**src/rtl/mem_ctrl_pkg.sv**
```systemverilog
// Shared types and helpers for the single-port memory controller.
package mem_ctrl_pkg;

  typedef enum logic [2:0] {
    ST_INIT   = 3'd0,
    ST_IDLE   = 3'd1,
    ST_WR     = 3'd2,
    ST_RD     = 3'd3,
    ST_RD_CAP = 3'd4,
    ST_RESP   = 3'd5
  } state_t;

  // One extra count past the last word so the counter never wraps when
  // MEM_DEPTH fills the whole address space.
  function automatic int init_cnt_width(input int depth);
    return $clog2(depth + 1);
  endfunction

endpackage

```
**src/rtl/mem_init_seq.sv**
```systemverilog
// Zero-fill address counter and sticky completion flag for the INIT phase.
module mem_init_seq
  import mem_ctrl_pkg::*;
#(
  parameter int MEM_DEPTH = 8,
  parameter bit INIT_EN   = 1'b1,
  localparam int CNT_W    = init_cnt_width(MEM_DEPTH)
) (
  input  logic             clk,
  input  logic             rst_n,
  input  logic             run,
  output logic [CNT_W-1:0] cnt,
  output logic             last,
  output logic             done
);

  assign last = (cnt == CNT_W'(MEM_DEPTH));

  always_ff @(posedge clk) begin
    if (!rst_n) begin
      cnt  <= '0;
      done <= ~INIT_EN;
    end else if (run) begin
      if (last) begin
        done <= 1'b1;
      end else begin
        cnt <= cnt + CNT_W'(1);
      end
    end
  end

endmodule

```
**src/rtl/mem_ctrl.sv**
```systemverilog
// Initiator-side controller for a single-port synchronous memory: zero-fill
// after reset, then one request/response transaction at a time.
module mem_ctrl
  import mem_ctrl_pkg::*;
#(
  parameter int ADDR_WIDTH = 4,
  parameter int MEM_DEPTH  = 8,
  parameter int MEM_WIDTH  = 16,
  parameter bit INIT_EN    = 1'b1
) (
  input  logic                  clk,
  input  logic                  rst_n,
  input  logic                  req_valid,
  output logic                  req_ready,
  input  logic                  req_wr,
  input  logic [ADDR_WIDTH-1:0] req_addr,
  input  logic [MEM_WIDTH-1:0]  req_wdata,
  output logic                  rsp_valid,
  input  logic                  rsp_ready,
  output logic [MEM_WIDTH-1:0]  rsp_rdata,
  output logic                  rsp_err,
  output logic                  init_done,
  output logic                  oor_err,
  output logic                  mem_wr_en,
  output logic [ADDR_WIDTH-1:0] mem_addr,
  output logic [MEM_WIDTH-1:0]  mem_wdata,
  input  logic [MEM_WIDTH-1:0]  mem_rdata
);

  localparam int CNT_W = init_cnt_width(MEM_DEPTH);

  state_t                  state, state_nxt;
  logic [CNT_W-1:0]        init_cnt;
  logic                    init_last;
  logic                    init_run;
  logic                    in_range;

  logic                    mem_wr_en_nxt;
  logic [ADDR_WIDTH-1:0]   mem_addr_nxt;
  logic [MEM_WIDTH-1:0]    mem_wdata_nxt;
  logic                    rsp_valid_nxt;
  logic [MEM_WIDTH-1:0]    rsp_rdata_nxt;
  logic                    rsp_err_nxt;
  logic                    oor_err_nxt;

  assign init_run  = (state == ST_INIT);
  assign req_ready = (state == ST_IDLE);

  // Widened by one bit so MEM_DEPTH == 2**ADDR_WIDTH is representable.
  assign in_range = ({1'b0, req_addr} < (ADDR_WIDTH + 1)'(MEM_DEPTH));

  mem_init_seq #(
    .MEM_DEPTH (MEM_DEPTH),
    .INIT_EN   (INIT_EN)
  ) u_init_seq (
    .clk   (clk),
    .rst_n (rst_n),
    .run   (init_run),
    .cnt   (init_cnt),
    .last  (init_last),
    .done  (init_done)
  );

  always_comb begin
    state_nxt     = state;
    mem_wr_en_nxt = 1'b0;
    mem_addr_nxt  = mem_addr;
    mem_wdata_nxt = mem_wdata;
    rsp_valid_nxt = rsp_valid;
    rsp_rdata_nxt = rsp_rdata;
    rsp_err_nxt   = rsp_err;
    oor_err_nxt   = oor_err;

    case (state)
      ST_INIT: begin
        if (init_last) begin
          state_nxt = ST_IDLE;
        end else begin
          mem_wr_en_nxt = 1'b1;
          mem_addr_nxt  = ADDR_WIDTH'(init_cnt);
          mem_wdata_nxt = '0;
        end
      end

      ST_IDLE: begin
        if (req_valid) begin
          if (in_range) begin
            mem_addr_nxt = req_addr;
            if (req_wr) begin
              mem_wr_en_nxt = 1'b1;
              mem_wdata_nxt = req_wdata;
              state_nxt     = ST_WR;
            end else begin
              state_nxt = ST_RD;
            end
          end else begin
            // Out-of-range: never touch the memory; reads still get an
            // error response so the consumer is not left waiting.
            oor_err_nxt = 1'b1;
            if (!req_wr) begin
              rsp_valid_nxt = 1'b1;
              rsp_err_nxt   = 1'b1;
              rsp_rdata_nxt = '0;
              state_nxt     = ST_RESP;
            end
          end
        end
      end

      ST_WR: begin
        state_nxt = ST_IDLE;
      end

      ST_RD: begin
        state_nxt = ST_RD_CAP;
      end

      ST_RD_CAP: begin
        rsp_rdata_nxt = mem_rdata;
        rsp_valid_nxt = 1'b1;
        rsp_err_nxt   = 1'b0;
        state_nxt     = ST_RESP;
      end

      ST_RESP: begin
        if (rsp_ready) begin
          rsp_valid_nxt = 1'b0;
          state_nxt     = ST_IDLE;
        end
      end

      default: begin
        state_nxt = ST_IDLE;
      end
    endcase
  end

  always_ff @(posedge clk) begin
    if (!rst_n) begin
      state     <= INIT_EN ? ST_INIT : ST_IDLE;
      mem_wr_en <= 1'b0;
      mem_addr  <= '0;
      mem_wdata <= '0;
      rsp_valid <= 1'b0;
      rsp_rdata <= '0;
      rsp_err   <= 1'b0;
      oor_err   <= 1'b0;
    end else begin
      state     <= state_nxt;
      mem_wr_en <= mem_wr_en_nxt;
      mem_addr  <= mem_addr_nxt;
      mem_wdata <= mem_wdata_nxt;
      rsp_valid <= rsp_valid_nxt;
      rsp_rdata <= rsp_rdata_nxt;
      rsp_err   <= rsp_err_nxt;
      oor_err   <= oor_err_nxt;
    end
  end

endmodule
```
**config.mk**
```make
export PLATFORM = sky130hd
export DESIGN_NAME = mem_ctrl
export DESIGN_NICKNAME = d
export VERILOG_FILES = /design/src/rtl/mem_ctrl_pkg.sv /design/src/rtl/mem_init_seq.sv /design/src/rtl/mem_ctrl.sv
export SDC_FILE = /design/constraint.sdc
export NUM_CORES = 1
export LEC_CHECK = 0
export CORE_MARGIN = 2
export CORE_UTILIZATION = 45
export DETAILED_ROUTE_END_ITERATION = 6
export PLACE_DENSITY_LB_ADDON = 0.12
export SLEW_MARGIN = 10
export SYNTH_ARGS = -nofsm -noshare
export SYNTH_HDL_FRONTEND = slang
export SYNTH_SLANG_ARGS = --single-unit
```
**constraint.sdc**
```tcl
create_clock -name clk -period 2.07 [get_ports clk]
set_input_delay 0.207 -clock clk [delete_from_list [all_inputs] [get_ports clk]]
set_output_delay 0.207 -clock clk [all_outputs]
set_load 0.05 [all_outputs]
```
### After elaboration in Yosys (flattened, before gate mapping)

Cells that the tools add are included.

* bits in registers: 48
* output and inout port bits: 42
* latch bits: 0
* RAM bits: 0
* memories kept: 0
* input bits: 41
* ROM bits: 0

* $mul: 0
* multiplexer cells: 31
* bitwise logic cells: 2
* shift-type cells: 0
* add/sub/neg operators: 1
* equal/unequal tests: 14
* magnitude comparators: 1
* reductions and logical operators: 12
* div/mod/pow operators: 0

Operators by type and width (count)
* $mux 16: 7
* $pmux 16 s2: 2
* $mux 3: 5
* $pmux 3 s5: 1
* $mux 4: 3
* $ne 2x2->1 const B: 6
* $reduce_and 4->1: 3
* $reduce_and 5->1: 2
* $mux 1: 9
* $pmux 4 s2: 1
* $eq 3x3->1 const B: 2
* $add 4x1->4 const B: 1
* $eq 4x4->1 const B: 1
* $lt 4x4->1 const B: 1
* $ne 2x1->1 const B: 2
* $pmux 1 s2: 2
* $reduce_and 2->1: 2
* $reduce_bool 2->1: 2
* $eq 3x1->1 const B: 1
* $eq 3x2->1 const B: 1
* $logic_not 3->1: 1
* $ne 3x2->1 const B: 1
* $pmux 1 s3: 1
* $reduce_and 3->1: 1
* 2 further kinds: 3

### Logic depth before layout (Yosys ltp)

* word-level depth: 4
* mapped depth: 7
* mapped depth without buffers: 6

### By module

Synthesis repeated with hierarchy kept, for this count alone.

* cells, all modules: 198
* area, all modules: 1941.9 um^2

By module, submodules not included
* mem_ctrl: instances 1, area an instance 1701.6 um^2, cells each 172
* mem_init_seq: instances 1, area an instance 240.2 um^2, cells each 26

### Least setup slack after synthesis

OpenSTA, ideal clock, no wires.

* path kind: register to register
* start: register u_init_seq.cnt[0]
* end: register mem_wdata[0]
* clock period less this slack: 1403 ps
* setup slack: 667 ps
* stages on the path, launching flop included: 8
* library setup time: 128 ps
* data required time: 1942 ps
* arrival time: 1276 ps
* cell sequence: dfxtp_1 > inv_1 > ha_1 > nand4bb_1 > o2111ai_1 > clkbuf_1 > nand3_1 > o21ai_1

* longest elaborated chain between the ends: 3

Ends and longest elaborated chain
* start: declaration: line mem_init_seq.sv:12 `output logic [CNT_W-1:0] cnt,`
* start signal: assignment: line mem_init_seq.sv:27 `cnt <= cnt + CNT_W'(1);`
* $eq 4x4->1: line mem_init_seq.sv:17 `assign last = (cnt == CNT_W'(MEM_DEPTH));`
* $ne 2x2->1 (no line)
* $reduce_and 5->1 (no line)
* end signal: assignment: line mem_ctrl.sv:152 `mem_wdata <= mem_wdata_nxt;`
* end: declaration: line mem_ctrl.sv:26 `output logic [MEM_WIDTH-1:0] mem_wdata,`

Every way passes these cells.
A chain may end at the register's enable or synchronous reset.

### Worst setup path after layout

* start: register state[0]
* end: output port req_ready

* longest elaborated chain between the ends: 1

Ends and longest elaborated chain
* start: declaration: line mem_ctrl.sv:32 `state_t state, state_nxt;`
* start signal: assignment: line mem_ctrl.sv:140 `state <= INIT_EN ? ST_INIT : ST_IDLE;`
* start signal: assignment: line mem_ctrl.sv:149 `state <= state_nxt;`
* $eq 3x1->1: line mem_ctrl.sv:47 `assign req_ready = (state == ST_IDLE);`
* end: declaration: line mem_ctrl.sv:14 `output logic req_ready,`

Every way passes these cells.

==> key figures <==
Global route
  – Tot GR Track Use: 18.1%
  – Vias in the first global route: 1,583
  – Congestion Overflow GR: 0
  – Initial antenna violation count: 0
  – First-pass GRT wire length: 7220 um
  – Largest net degree at the start of global routing: 33

Floorplan
  – Starting density of the core: 46.3%
  – Core area: 0.00429 mm2
  – Ports: 83
  – Die ar.: 0.00497 mm2
  – # rows: 24
  – Chip height: 70.5 um
  – Die width: 70.5 um

Setup path
  – Maximum fanout along the worst path: 14
  – Largest stage delay, worst path: 0.59 ns
  – Data required time of the worst path: 1.86 ns
  – Arrival @ worst endpoint: 1.52 ns
  – WS Path Type: flop to output pin
  – Worst path cell trace: nor3b_2, buf_4, buf_12
  – Critical path's slowest cell: dfxtp_1
  – Startpoint class of the critical path: flop
  – Reg2reg path depth: 4
  – Worst setup EP type: output pin

CTS
  – CTS tree: yes
  – Clock Tree Buf Depth: 2
  – Clock Latency Late Sink: 0.30 ns
  – Clk sinks: 48
  – # hold bufs at CTS: 0
  – # H-tree levels: 2
  – Post-CTS setup buffers: 0
  – Num CTS Buffers: 5
  – CTS root buffer: clkbuf_8
  – Reg clk slew, reported paths: 0.08 ns
  – CTS resizes: 0

Timing
  – Final min period: 1.73 ns
  – Number of max-slew violations in the final report: 0
  – Least-Margin Pin Slew: 0.666 ns
  – Setup tns final: 0 ns
  – Worst Clk Skew: 0.00333 ns
  – Final Hold Fails: 0
  – FMAX: 579 MHz
  – Slew HR: 55.6%
  – Fin crit share: 83.4%
  – RSZ-0062 raised after global routing: no
  – Final hold slack: 0.443 ns
  – # setup viols final: 0

Route
  – Wire per inst: 12.3 um
  – Vias/cell: 5.01
  – DRT iter0 DRCs: 116
  – DR pass1 iterations: 4
  – # DRC: 0
  – Final ANT Viol Nets: 0
  – Vias: 1,820
  – Post-Route WL: 4460 um

Logic synthesis
  – Synth area leader: dfxtp_1
  – Post-synthesis cell type count: 35
  – Mapped Cells: 233
  – Seq/Total Area, Yosys: 48.3%
  – Ranking of synthesized cells by area: dfxtp_1, nand2_1, o21ai_1
  – Area of the mapped netlist: 0.00199 mm2
  – Post-synth net total: 276
  – Post-synth top area share: 48.3%
  – Mapped Avg Cell Area: 8.53 um2
  – Yosys warning total: 0
  – Synthesis-stage register bit count: 48

Cells and area
  – Most frequent cells in the layout: clkdlybuf4s50_1, dfxtp_1, nand2_1
  – Post-Layout Cell Count: 363
  – Area of the multi-input gates: 923 um2
  – Design area: 0.00293 mm2
  – Number of nets in the layout: 353
  – Filler cells: 367
  – Ant. Diodes: 0
  – Layout cells sized above 1: 5.79%
  – Area growth, synth to finish: 47.6%
  – Commonest non-fill, non-tap cell in the layout: clkdlybuf4s50_1
  – Seq. cell area: 961 um2

Worst hold path
  – Hold depth: 3
  – Path type of the worst min-delay path: input port to flop

Place
  – Port Buffers: 82
  – DP Cell Count: 355
  – Post-DP HPWL: 3110 um
  – Post-DP Area: 0.00284 mm2
  – GP Congestion: 0.775

Run status
  – Status: finished, final reports clean

Power and ir drop
  – Switching share of power: 22.2%
  – Peak supply drop: 420 uV
  – Register share of total power: 56.0%
  – Clock Power Share: 33.4%
  – Comb power frac: 10.6%
  – Switch Pwr: 375 uW
  – Tot Pwr: 1690 uW
  – Power Dens Cells: 575 mW/mm2
  – Leakage power: 0.00102 uW
  – P_int: 1310 uW

Job
  – Max_cap viols: 0
==> synthesized netlist by cell type <==
cell	count
a21boi_0	7
nand4bb_1	1
o21ai_1	21
o2111ai_1	1
a21boi_1	10
o21ai_0	19
buf_1	1
xnor2_1	2
and3b_1	1
o211ai_1	2
nor3b_2	1
buf_6	1
inv_1	4
o211a_1	1
nand3_1	17
and3_1	3
nor2b_1	6
dfxtp_1	48
buf_4	3
nor3_2	1
mux2i_1	4
nand2b_1	2
nand4_1	2
ha_1	2
o311a_1	1
nand4b_1	1
clkbuf_1	9
a21oi_2	1
nor2_1	6
nand2_1	35
inv_2	1
a21oi_1	9
a31oi_1	3
buf_2	4
and2_1	3
==> metrics by stage <==
step / util (%) / setup slack (ns)
after floorplan: - / 0.667
after global placement: 66.2 / 0.221
after detailed placement: 66.2 / 0.179
after CTS: 68.3 / 0.314
after global routing: 68.3 / 0.214
final: 68.3 / 0.343
==> cell families after synthesis <==
logic type                 Yosys count  synth area share, %
xor gates and xnor gates             2                0.881
and+or+nand+nor                     79                 19.6
muxes                                4                 2.01
adders and majority gates            2                 1.26
buffers and inverters               23                 5.54
DFF                                 48                 48.3
AOI/OAI and AO/OA                   75                 22.3
==> per-layer routing <==
layer  share of wire [%]  track usage (%)  up-vias  wire length, um
met3                 5.7             5.19        6              253
met5                   0                0        -                0
met2                  48             29.8       50             2160
li1                    -                -      954                -
met1                  45             22.8      810             1990
met4                 1.3             5.77        0               58
==> cell type report <==
cell class / instances / area share, %
clock buffers: 8 / 3.07
flip-flops and latches: 48 / 32.8
inverters: 5 / 0.640
multi-input cells: 162 / 31.5
well taps: 52 / 2.22
repair buffers: 88 / 29.9
==> worst max-delay path: cells and delay by family (launching register included) <==
family,cells,cell delay [ns]
DFF,1,0.59
buffers and inverters,2,0.36
and+or+nand+nor,1,0.27
==> path summary, 6_finish.rpt <==
path,endpoint,slack (ns),from
min reg2reg,mem_wdata[0],0.46,mem_wdata[0]
max,req_ready,0.34,state[0]
min,mem_wdata[15],0.44,req_wdata[15]
max reg2reg,rsp_rdata[7],0.41,state[2]
==> power groups by stage <==
stage	Combinational (uW)	Clock, uW	Sequential (uW)
after detailed placement	180	0	967
final	179	563	945
after global placement	178	0	967
after global routing	194	627	947
after CTS	181	586	945
after floorplan	52.4	0	987
==> sequential cells by signal, indices dropped and copies added (netlist names) <==
name             cells
state                3
mem_wdata           16
rsp_valid            1
mem_wr_en            1
mem_addr             4
rsp_rdata           16
oor_err              1
rsp_err              1
u_init_seq.done      1
u_init_seq.cnt       4
Power figures use the tool's default switching activity.
